==> config.mk <==
export PLATFORM = sky130hd
export DESIGN_NAME = iot_tile_controller
export DESIGN_NICKNAME = d
export VERILOG_FILES = /design/src/rtl/iot_tile_controller.sv
export SDC_FILE = /design/constraint.sdc
export NUM_CORES = 1
export LEC_CHECK = 0
export ABC_AREA = 1
export CORE_ASPECT_RATIO = 0.5
export CORE_MARGIN = 2
export CORE_UTILIZATION = 45
export DETAILED_ROUTE_END_ITERATION = 8
export MAX_ROUTING_LAYER = met4
export PLACE_DENSITY_LB_ADDON = 0.05
export SYNTH_ARGS = -nofsm -noshare
export SYNTH_HDL_FRONTEND = slang
export SYNTH_SLANG_ARGS = --single-unit
==> constraint.sdc <==
create_clock -name clk -period 3.52 [get_ports clk]
set_input_delay 0.704 -clock clk [delete_from_list [all_inputs] [get_ports clk]]
set_output_delay 0.704 -clock clk [all_outputs]
set_load 0.05 [all_outputs]
==> src/rtl/iot_tile_controller.sv <==
// iot_tile_controller: sequences multi-tile matrix jobs for the IoT PE array.
// For each weight tile it reads W_ROWS weight rows into the PE array. It then
// streams num_vectors activations and writes num_vectors results. Output
// addresses are packed contiguously across tiles. All outputs are registered.
//
// Optional feature macro: IOT_CTRL_PERF_CNT_EN
//   defined   -> cycle_count counts busy cycles of the current/last job
//   undefined -> cycle_count is tied to 0 (port list unchanged)
//
// Control protocol: start is a single-cycle request that is only honoured in
// IDLE. A start that arrives while busy is dropped, and nothing is queued.
// abort is honoured in any non-IDLE state and takes effect on the next cycle.
module iot_tile_controller #(
   parameter int ADDR_WIDTH = 10,
   parameter int CNT_WIDTH  = 16,
   parameter int TILE_WIDTH = 8,
   parameter int W_ROWS     = 4,
   parameter int PE_LATENCY = 5
) (
   input  logic                  clk,
   input  logic                  rst_n,
   input  logic                  start,
   input  logic                  abort,
   input  logic                  clear_irq,
   input  logic [CNT_WIDTH-1:0]  num_vectors,
   input  logic [TILE_WIDTH-1:0] num_tiles,
   input  logic [ADDR_WIDTH-1:0] w_base,
   input  logic [ADDR_WIDTH-1:0] act_base,
   input  logic [ADDR_WIDTH-1:0] out_base,
   output logic                  busy,
   output logic                  done,
   output logic                  irq,
   output logic                  aborted,
   output logic [TILE_WIDTH-1:0] tile_idx,
   output logic                  pe_enable,
   output logic                  pe_load_weight,
   output logic [ADDR_WIDTH-1:0] w_sram_addr,
   output logic                  w_sram_re,
   output logic [ADDR_WIDTH-1:0] act_sram_addr,
   output logic                  act_sram_re,
   output logic [ADDR_WIDTH-1:0] out_sram_addr,
   output logic                  out_sram_we,
   output logic [31:0]           cycle_count
);

   localparam int RW = (W_ROWS > 1) ? $clog2(W_ROWS) : 1;
   localparam logic [RW-1:0]        LAST_ROW = RW'(W_ROWS - 1);
   localparam logic [CNT_WIDTH:0]   LAT      = (CNT_WIDTH + 1)'(PE_LATENCY);

   typedef enum logic [2:0] {
      S_IDLE     = 3'd0,
      S_W_LOAD   = 3'd1,
      S_W_SETTLE = 3'd2,
      S_COMPUTE  = 3'd3,
      S_DONE     = 3'd4
   } state_t;

   // FSM state register; kept as a named signal so checkers can bind to it
   state_t state;

   logic [CNT_WIDTH-1:0]  nv_l;
   logic [TILE_WIDTH-1:0] nt_l;
   logic [ADDR_WIDTH-1:0] act_base_l;
   logic [ADDR_WIDTH-1:0] out_base_l;
   logic [ADDR_WIDTH-1:0] out_ptr;
   logic [RW-1:0]         row;
   // process_cnt is the compute-cycle index within a tile; it spans
   // PE_LATENCY + num_vectors, so it carries one extra bit
   logic [CNT_WIDTH:0]    process_cnt;
   logic [CNT_WIDTH-1:0]  write_cnt;

   logic [CNT_WIDTH:0]    proc_nxt;
   logic [TILE_WIDTH:0]   tile_nxt;
   logic                  last_write;
   logic                  irq_set;

   assign proc_nxt   = process_cnt + (CNT_WIDTH + 1)'(1);
   assign tile_nxt   = {1'b0, tile_idx} + (TILE_WIDTH + 1)'(1);
   assign last_write = out_sram_we && (write_cnt == nv_l);
   // completion is recognised while sitting in DONE; an abort there cancels it
   assign irq_set    = (state == S_DONE) && !abort;

   // Main sequencer: state, strobes, addresses and job bookkeeping
   always_ff @(posedge clk or negedge rst_n) begin
      if (!rst_n) begin
         state          <= S_IDLE;
         busy           <= 1'b0;
         done           <= 1'b0;
         aborted        <= 1'b0;
         tile_idx       <= '0;
         pe_enable      <= 1'b0;
         pe_load_weight <= 1'b0;
         w_sram_addr    <= '0;
         w_sram_re      <= 1'b0;
         act_sram_addr  <= '0;
         act_sram_re    <= 1'b0;
         out_sram_addr  <= '0;
         out_sram_we    <= 1'b0;
         nv_l           <= '0;
         nt_l           <= '0;
         act_base_l     <= '0;
         out_base_l     <= '0;
         out_ptr        <= '0;
         row            <= '0;
         process_cnt    <= '0;
         write_cnt      <= '0;
      end else if (state != S_IDLE && abort) begin
         state          <= S_IDLE;
         busy           <= 1'b0;
         done           <= 1'b0;
         aborted        <= 1'b1;
         pe_enable      <= 1'b0;
         pe_load_weight <= 1'b0;
         w_sram_re      <= 1'b0;
         act_sram_re    <= 1'b0;
         out_sram_we    <= 1'b0;
      end else begin
         done           <= 1'b0;
         // weight SRAM has one cycle of read latency
         pe_load_weight <= w_sram_re;
         case (state)
            S_IDLE: begin
               if (start) begin
                  nv_l       <= num_vectors;
                  nt_l       <= num_tiles;
                  act_base_l <= act_base;
                  out_base_l <= out_base;
                  aborted    <= 1'b0;
                  busy       <= 1'b1;
                  if (num_vectors == '0 || num_tiles == '0) begin
                     state <= S_DONE;
                  end else begin
                     tile_idx    <= '0;
                     out_ptr     <= '0;
                     row         <= '0;
                     w_sram_re   <= 1'b1;
                     w_sram_addr <= w_base;
                     state       <= S_W_LOAD;
                  end
               end
            end
            S_W_LOAD: begin
               if (row == LAST_ROW) begin
                  w_sram_re <= 1'b0;
                  state     <= S_W_SETTLE;
               end else begin
                  row         <= row + RW'(1);
                  w_sram_addr <= w_sram_addr + ADDR_WIDTH'(1);
               end
            end
            S_W_SETTLE: begin
               process_cnt   <= '0;
               write_cnt     <= '0;
               pe_enable     <= 1'b1;
               act_sram_re   <= 1'b1;
               act_sram_addr <= act_base_l;
               state         <= S_COMPUTE;
            end
            S_COMPUTE: begin
               if (last_write) begin
                  out_sram_we <= 1'b0;
                  act_sram_re <= 1'b0;
                  pe_enable   <= 1'b0;
                  if (tile_nxt < {1'b0, nt_l}) begin
                     // weight addresses continue where the previous tile stopped
                     tile_idx    <= tile_nxt[TILE_WIDTH-1:0];
                     row         <= '0;
                     w_sram_re   <= 1'b1;
                     w_sram_addr <= w_sram_addr + ADDR_WIDTH'(1);
                     state       <= S_W_LOAD;
                  end else begin
                     state <= S_DONE;
                  end
               end else begin
                  process_cnt   <= proc_nxt;
                  act_sram_re   <= (proc_nxt < {1'b0, nv_l});
                  act_sram_addr <= act_base_l + ADDR_WIDTH'(proc_nxt);
                  if (proc_nxt >= LAT && write_cnt < nv_l) begin
                     out_sram_we   <= 1'b1;
                     out_sram_addr <= out_base_l + out_ptr;
                     out_ptr       <= out_ptr + ADDR_WIDTH'(1);
                     write_cnt     <= write_cnt + CNT_WIDTH'(1);
                  end else begin
                     out_sram_we <= 1'b0;
                  end
               end
            end
            S_DONE: begin
               done  <= 1'b1;
               busy  <= 1'b0;
               state <= S_IDLE;
            end
            default: begin
               state <= S_IDLE;
               busy  <= 1'b0;
            end
         endcase
      end
   end

   // Sticky interrupt. The completion event spans the DONE state and the
   // visible done pulse, and a clear in either cycle loses to the set
   always_ff @(posedge clk or negedge rst_n) begin
      if (!rst_n) begin
         irq <= 1'b0;
      end else if (irq_set) begin
         irq <= 1'b1;
      end else if (clear_irq && !done) begin
         irq <= 1'b0;
      end
   end

`ifdef IOT_CTRL_PERF_CNT_EN
   // Busy-cycle counter: restarts on an accepted start, holds once idle
   always_ff @(posedge clk or negedge rst_n) begin
      if (!rst_n) begin
         cycle_count <= '0;
      end else if (state == S_IDLE && start) begin
         cycle_count <= '0;
      end else if (busy) begin
         cycle_count <= cycle_count + 32'd1;
      end
   end
`else
   assign cycle_count = '0;
`endif

endmodule

==> metrics.log, run 1 <==
INFO  metric synth_largest_type_area_fraction = 38.54%
INFO  metric largest_driver_fanout_on_the_critical_path = 17
INFO  metric met1Wirelength = 11430 um
INFO  metric rr_startpoint = tile_idx[0]
INFO  metric required = 3.82 ns
INFO  metric route.met2.wl = 10570 um
INFO  metric min_path_type = input port to async pin
INFO  metric tightest_slew = 0.8462 ns
INFO  metric synth_top_family_by_area = simple AND/OR/NAND/NOR gates
INFO  metric layout-area-overhead-vs-synth = 19.66%
INFO  metric dp_hpwl = 17350 um
INFO  metric max_rail_drop_vdd = 0.5305 mV
INFO  metric cts_hold_buf = 0
INFO  metric setup_repair_after_global_routing_missed_its_margin = no
INFO  metric relSlewSlack = 43.53%
INFO  metric nets = 1384
INFO  metric filler_cell_count = 1872
INFO  metric result_of_the_run = finished clean
INFO  metric clk-insertion-delay-late = 0.43 ns
INFO  metric first_global_vias = 7620
INFO  metric ff_latch_area = 3478 um2
INFO  metric die_h = 104.1 um
INFO  metric tritoncts_clock_tree = built
INFO  metric multi_input_comb_area = 4795 um2
INFO  metric fp.coreArea = 19550 um2
INFO  metric met3_wirelength = 1338 um
INFO  metric synth_enable_flop_cells = 0
INFO  metric dieArea = 21270 um2
INFO  metric route.vias.total = 7929
INFO  metric worst_ep_arrival_time = 3.27 ns
INFO  metric number_of_antenna_violations_at_the_first_check_in_global_routing = 0
INFO  metric timing.final.hold_violations = 0
INFO  metric worst_reg2reg_path_endpoint = tile_idx[4]
INFO  metric drt_pass1_iterations = 4
INFO  metric synth.distinct_cells = 49
INFO  metric floorplan.io_pins = 138
INFO  metric critPathLaunch = tile_idx[0]
INFO  metric ys_warn_count = 0
INFO  metric drt_wl_cell = 15.34 um
INFO  metric setup_viol = 0
INFO  metric drive_above_1_share = 9.013%
INFO  metric yosysMostFrequentCell = sky130_fd_sc_hd__nand2_1
INFO  metric synthesized_area_per_cell = 7.800 um2
INFO  metric yosysSeqAreaShare = 38.54%
INFO  metric grt_util_all_layers = 23.91%
INFO  metric postCtsSetupRepairBufs = 0
INFO  metric critical_path.startpoint_type = flop
INFO  metric layout_worst_path_cycle_share = 84.15%
INFO  metric grt_remaining_overflow = 0
INFO  metric worst_path_largest_cell_delay = 0.46 ns
INFO  metric dieWidth = 204.3 um
INFO  metric starting_density_of_the_core = 46.17%
INFO  metric worstPathCellList = ha_1, and3_1, nand2_1, nor2_1, xor2_1, ha_1, a21oi_1, o211ai_1, a21oi_1, nand2_1, nand2_1, nand3_2, nand2_1, o21ai_1
INFO  metric detail-route-antenna-nets = 0
INFO  metric clock-skew-final = 0.01024 ns
INFO  metric timing_max_transition_violations_final = 0
INFO  metric critical_path.endpoint_type = flop
INFO  metric routed_wirelength = 23660 um
INFO  metric pin_count_of_the_biggest_net_entering_global_routing = 77
INFO  metric place.gp.congestion = 0.9079
INFO  metric cts.clk_slew.worst_paths = 0.06 ns
INFO  metric critical-path-top-cell-by-count = sky130_fd_sc_hd__nand2_1
INFO  metric criticalPathCategory = flop to flop
INFO  metric cts-buffers-inserted = 17
INFO  metric synth_seq_cells = 139
INFO  metric ys_top_cells_by_area = sky130_fd_sc_hd__dfrtp_1 (39%), sky130_fd_sc_hd__nand2_1 (13%), sky130_fd_sc_hd__ha_1 (8.3%)
INFO  metric synth.area.mux_share = 0.7764%
INFO  metric clock_sink_count = 139
INFO  metric fmax = 337.6 MHz
INFO  metric synth_commonest_cells = sky130_fd_sc_hd__nand2_1 (318), sky130_fd_sc_hd__dfrtp_1 (139), sky130_fd_sc_hd__inv_1 (113), sky130_fd_sc_hd__nor2_1 (79), sky130_fd_sc_hd__o21ai_0 (64)
INFO  metric netlist_area = 9025 um2
INFO  metric totalNegativeSetupSlack = 0 ns
INFO  metric cap_violations = 0
INFO  metric clockRootBuffer = sky130_fd_sc_hd__clkbuf_16
INFO  metric layout_min_cycle_time = 2.962 ns
INFO  metric highest-signal-layer = met4
INFO  metric synth_compound_area_share = 11.16%
INFO  metric drt_iter0_markers = 534
INFO  metric fp-row-count = 36
INFO  metric remaining_drc_errors = 0
INFO  metric yosys_most_used_dff = sky130_fd_sc_hd__dfrtp_1
INFO  metric postCtsResizedCells = 0
INFO  metric grt_pass1_wl = 38850 um
INFO  metric ys_async_sr_fraction = 100.0%
INFO  metric postSynthCellCount = 1157
INFO  metric postLayoutSetupSlackWorst = 0.5579 ns
INFO  metric reg2reg_depth = 14
INFO  metric dpl_worst_slack = 0.4484 ns
INFO  metric synth-xor-area-share = 3.882%
INFO  metric synth_adder_area_share = 8.762%
INFO  metric post_drt_via_cell_ratio = 5.142
INFO  metric p_leak = 5.164 nW
INFO  metric yosysTopAreaCell = sky130_fd_sc_hd__dfrtp_1
INFO  metric post_synthesis_simple_gate_area_fraction = 27.16%
INFO  metric r2r_slack = 0.56 ns
INFO  metric port_buffers = 105
INFO  metric power_density = 832.2 nW/um2
INFO  metric clockBufferDepth = 2
INFO  metric antenna-diode-count = 0
INFO  metric slowest_cell_on_the_critical_path = sky130_fd_sc_hd__dfrtp_1
INFO  metric clock_tree.htree_level_count = 4
==> routing by layer <==
layer  GRT usage, %  vias to the layer above
li1               -                     3933
met1          32.30                     3734
met2          36.76                      234
met3          4.887                       28
met4          6.108                        0
met5              -                        -
==> cell families (layout without fill, tap and decap cells) <==
group | Yosys count | in the layout
simple gates | 548 | 548
buf+inv | 184 | 272
compound gates | 176 | 176
flops | 139 | 139
fa+ha+maj | 62 | 62
xor+xnor | 40 | 40
mux | 7 | 7
other cells | 1 | 32
==> placed cells by master, fill, tap and decap left out, types with 12 or more instances in the layout <==
cell                              instances
sky130_fd_sc_hd__a21oi_1                 40
sky130_fd_sc_hd__clkbuf_16               17
sky130_fd_sc_hd__clkdlybuf4s50_1        104
sky130_fd_sc_hd__conb_1                  32
sky130_fd_sc_hd__dfrtp_1                139
sky130_fd_sc_hd__ha_1                    60
sky130_fd_sc_hd__inv_1                  113
sky130_fd_sc_hd__nand2_1                318
sky130_fd_sc_hd__nand2_2                 22
sky130_fd_sc_hd__nand3_1                 50
sky130_fd_sc_hd__nand4_1                 20
sky130_fd_sc_hd__nor2_1                  79
sky130_fd_sc_hd__nor3_1                  12
sky130_fd_sc_hd__o21ai_0                 64
sky130_fd_sc_hd__o21ai_1                 24
sky130_fd_sc_hd__o21ai_2                 14
sky130_fd_sc_hd__or2_2                   12
sky130_fd_sc_hd__xor2_1                  31
==> worst max-delay path, delay by kind of cell (launching register included) <==
kind                       cells  cell delay, ns
adders and majority gates      2            0.50
and+or+nand+nor                7            1.15
AOI/OAI and AO/OA              4            0.49
xor gates and xnor gates       1            0.23
DFF                            1            0.46
==> power breakdown <==
| group | total [W] | internal (W) | leakage (nW) | switching [W] |
|---|---|---|---|---|
| Combinational | 0.00455 | 0.00149 | 3.08 | 0.00305 |
| Sequential | 0.00262 | 0.00217 | 1.80 | 0.000450 |
| Clock | 0.00182 | 0.00111 | 0.287 | 0.000708 |
==> registers in the layout, summed over array words and instances, names as in the netlist <==
register	cells
process_cnt	17
nv_l	16
write_cnt	16
act_base_l	10
act_sram_addr	10
out_base_l	10
out_ptr	10
out_sram_addr	10
w_sram_addr	10
nt_l	8
tile_idx	8
state	3
row	2
aborted	1
act_sram_re	1
busy	1
done	1
irq	1
out_sram_we	1
pe_enable	1
pe_load_weight	1
w_sram_re	1
==> worst max-delay path by stage <==
stage                       end  slack, ns
2_1_floorplan    w_sram_addr[6]       0.67
3_3_place_gp   act_sram_addr[5]       0.50
3_5_place_dp   act_sram_addr[5]       0.45
4_1_cts             tile_idx[4]       0.55
5_1_grt             tile_idx[5]       0.17
6_report            tile_idx[4]       0.56
==> final cells by class <==
cell class	instances	share of cell area [%]
clock buffers	25	4.588
clock inverters	7	0.8110
inverters	125	4.356
multi-input cells	865	44.40
flip-flops and latches	139	32.21
well taps	266	3.082
repair buffers	115	10.55
==> metrics by stage <==
stage | utilization [%] | power [W] | cell area (um2) | hold WS (ns) | instances
after detailed placement | 52.26 | 0.007174 | 10220 | 0.4690 | 1510
after floorplan | - | 0.005833 | 9141 | 0.4084 | 1188
after global placement | 52.26 | 0.007078 | 10220 | 0.4667 | 1510
after CTS | 55.24 | 0.009038 | 10800 | 0.3315 | 1542
final | 55.24 | 0.008987 | 10800 | 0.3021 | 1542
after global routing | 55.24 | 0.009683 | 10800 | 0.3598 | 1542
No activity file was read; power rests on OpenSTA's default activity.
==> inputs of run 2 (changes only) <==
clock period = 2.7 ns   (was 3.52 ns; I/O delays follow)
==> run 2 against run 1 <==
Effect of this change:
- highest routed layer unchanged
- critical path type unchanged
- worst setup slack lost 0.47 ns
- design area grew 5.9%
- largest cell class unchanged
- sequential share of layout area shrank 1.8 points
==> metrics.log, run 2 (synthesis gave the netlist of run 1 again) <==
INFO  metric result_of_the_run = finished clean
INFO  metric rr_startpoint = tile_idx[0]
INFO  metric clock_tree.htree_level_count = 4
INFO  metric timing_max_transition_violations_final = 0
INFO  metric max_flop_register = process_cnt
INFO  metric starting_density_of_the_core = 46.17%
INFO  metric largest_driver_fanout_on_the_critical_path = 12
INFO  metric clk-insertion-delay-late = 0.43 ns
INFO  metric biggestRegsByFlops = process_cnt: 17 flops, nv_l: 16 flops, write_cnt: 16 flops
INFO  metric max_rail_drop_vdd = 0.6406 mV
INFO  metric most-common-layout-cells = sky130_fd_sc_hd__nand2_1 (315), sky130_fd_sc_hd__dfrtp_1 (135), sky130_fd_sc_hd__inv_1 (113)
INFO  metric timing.critical_path.buf_inv = 1
INFO  metric timing.final.hold_violations = 0
INFO  metric drt_iter0_markers = 406
INFO  metric fp-row-count = 36
INFO  metric utilization = 58.52%
INFO  metric clock_sink_count = 139
INFO  metric first_global_vias = 7791
INFO  metric die_h = 104.1 um
INFO  metric criticalPathCategory = flop to flop
INFO  metric cap_violations = 0
INFO  metric worst_path_largest_cell_delay = 0.40 ns
INFO  metric dieArea = 21270 um2
INFO  metric clock-skew-final = 0.008451 ns
INFO  metric drt_pass1_iterations = 5
INFO  metric reg2reg_depth = 15
INFO  metric dp_hpwl = 17990 um
INFO  metric post_drt_via_cell_ratio = 5.118
INFO  metric routed_wirelength = 24670 um
INFO  metric tightest_slew = 0.5830 ns
INFO  metric cts_hold_buf = 0
INFO  metric power_density = 1100 nW/um2
INFO  metric postLayoutSetupSlackWorst = 0.08706 ns
INFO  metric cts.clk_slew.worst_paths = 0.06 ns
INFO  metric layout_commonest_cell = sky130_fd_sc_hd__nand2_1
INFO  metric worst_reg2reg_path_endpoint = w_sram_addr[1]
INFO  metric tritoncts_clock_tree = built
INFO  metric worstPathCellList = ha_4, and3_4, nand2_2, nor2_4, xor2_2, ha_1, a21oi_1, o211ai_1, a21oi_2, nand2_1, nand2_2, nand3_4, clkbuf_16, nand2_1, o21ai_0
INFO  metric ff_latch_area = 3483 um2
INFO  metric slowest_cell_on_the_critical_path = sky130_fd_sc_hd__dfrtp_2
INFO  metric critical_path.endpoint_type = flop
INFO  metric drt_wl_cell = 15.61 um
INFO  metric drive_above_1_share = 13.93%
INFO  metric critical_path_depth = 15
INFO  metric critPathLaunch = tile_idx[0]
INFO  metric worst_ep_arrival_time = 2.91 ns
INFO  metric cts-buffers-inserted = 17
INFO  metric setup_repair_after_global_routing_missed_its_margin = yes
INFO  metric multi_input_comb_area = 5016 um2
INFO  metric setup.worst_path.end = w_sram_addr[1]
INFO  metric p_leak = 5.412 nW
INFO  metric setup_viol = 0
INFO  metric layout-area-overhead-vs-synth = 26.76%
INFO  metric critical_path.startpoint_type = flop
INFO  metric stdcell_count = 1580
INFO  metric pin_count_of_the_biggest_net_entering_global_routing = 59
INFO  metric filler_cell_count = 1788
INFO  metric placedCellCount = 1538
INFO  metric port_buffers = 105
INFO  metric fmax = 382.7 MHz
INFO  metric clockBufferDepth = 2
INFO  metric relSlewSlack = 61.13%
INFO  metric layout_worst_path_cycle_share = 96.78%
INFO  metric route.vias.total = 8086
INFO  metric number_of_antenna_violations_at_the_first_check_in_global_routing = 0
INFO  metric place.gp.congestion = 0.9379
INFO  metric total_power = 0.01259 W
INFO  metric fp.coreArea = 19550 um2
INFO  metric largest_register_ff_count = 17
INFO  metric floorplan.io_pins = 138
INFO  metric antenna-diode-count = 0
INFO  metric detail-route-antenna-nets = 0
INFO  metric dpl_worst_slack = 0.03378 ns
INFO  metric grt_remaining_overflow = 0
INFO  metric layout_min_cycle_time = 2.613 ns
INFO  metric grt_util_all_layers = 24.16%
INFO  metric nets = 1422
INFO  metric critical_path.top_delay_family = simple AND/OR/NAND/NOR gates
INFO  metric min_path_type = input port to async pin
INFO  metric required = 3.00 ns
INFO  metric remaining_drc_errors = 0
INFO  metric clockRootBuffer = sky130_fd_sc_hd__clkbuf_16
INFO  metric grt_pass1_wl = 39350 um
INFO  metric totalNegativeSetupSlack = 0 ns
INFO  metric dieWidth = 204.3 um
INFO  metric r2r_slack = 0.09 ns
run 2: changes by cell type in the layout (fill, tap and decap cells not counted), moves of 4 or more:
cell,delta
sky130_fd_sc_hd__buf_4,+30
sky130_fd_sc_hd__dfrtp_1,-4
sky130_fd_sc_hd__dfrtp_2,+4
sky130_fd_sc_hd__ha_1,-6
sky130_fd_sc_hd__ha_4,+5
sky130_fd_sc_hd__nor2_1,-4
run 2: worst min path at each step:
stage / slack, ns / start / end
final: 0.09 / rst_n / act_base_l[0]
after global routing: 0.12 / rst_n / act_sram_addr[1]
after CTS: 0.10 / rst_n / out_sram_addr[0]
after detailed placement: 0.47 / act_sram_addr[9] / act_sram_addr[9]
after global placement: 0.46 / out_base_l[4] / out_base_l[4]
after floorplan: 0.24 / rst_n / aborted
run 2: repair_timing:
item	CTS	global route
endpoints found under the setup margin	0	59
resized for setup	0	36
buffers inserted	0	5
run 2: report_power, final:
part / internal (W) / switching, W
Sequential: 0.00283 / 0.000576
Clock: 0.00174 / 0.000952
Combinational: 0.00230 / 0.00419
run 2: routing by layer:
metal / track usage (%) / up-vias / wire, um
met5: - / - / 0
met4: 6.159 / 0 / 281
met3: 5.451 / 25 / 1450
met2: 36.37 / 236 / 10850
met1: 32.96 / 3814 / 12080
li1: - / 4011 / -
run 2: per-stage QoR:
step | hold WS [ns] | cell area, um2
after global placement | 0.4619 | 10460
after CTS | 0.1014 | 11130
after floorplan | 0.2444 | 9145
after detailed placement | 0.4671 | 10460
after global routing | 0.1229 | 11440
final | 0.08743 | 11440
run 2: final cells by class:
type | count | area share, %
tap | 266 | 2.909
clock buffer | 22 | 4.233
multi-input combinational | 868 | 43.85
inverter | 125 | 4.112
sequential | 139 | 30.45
timing repair buffer | 150 | 12.82
clock inverter | 10 | 1.630
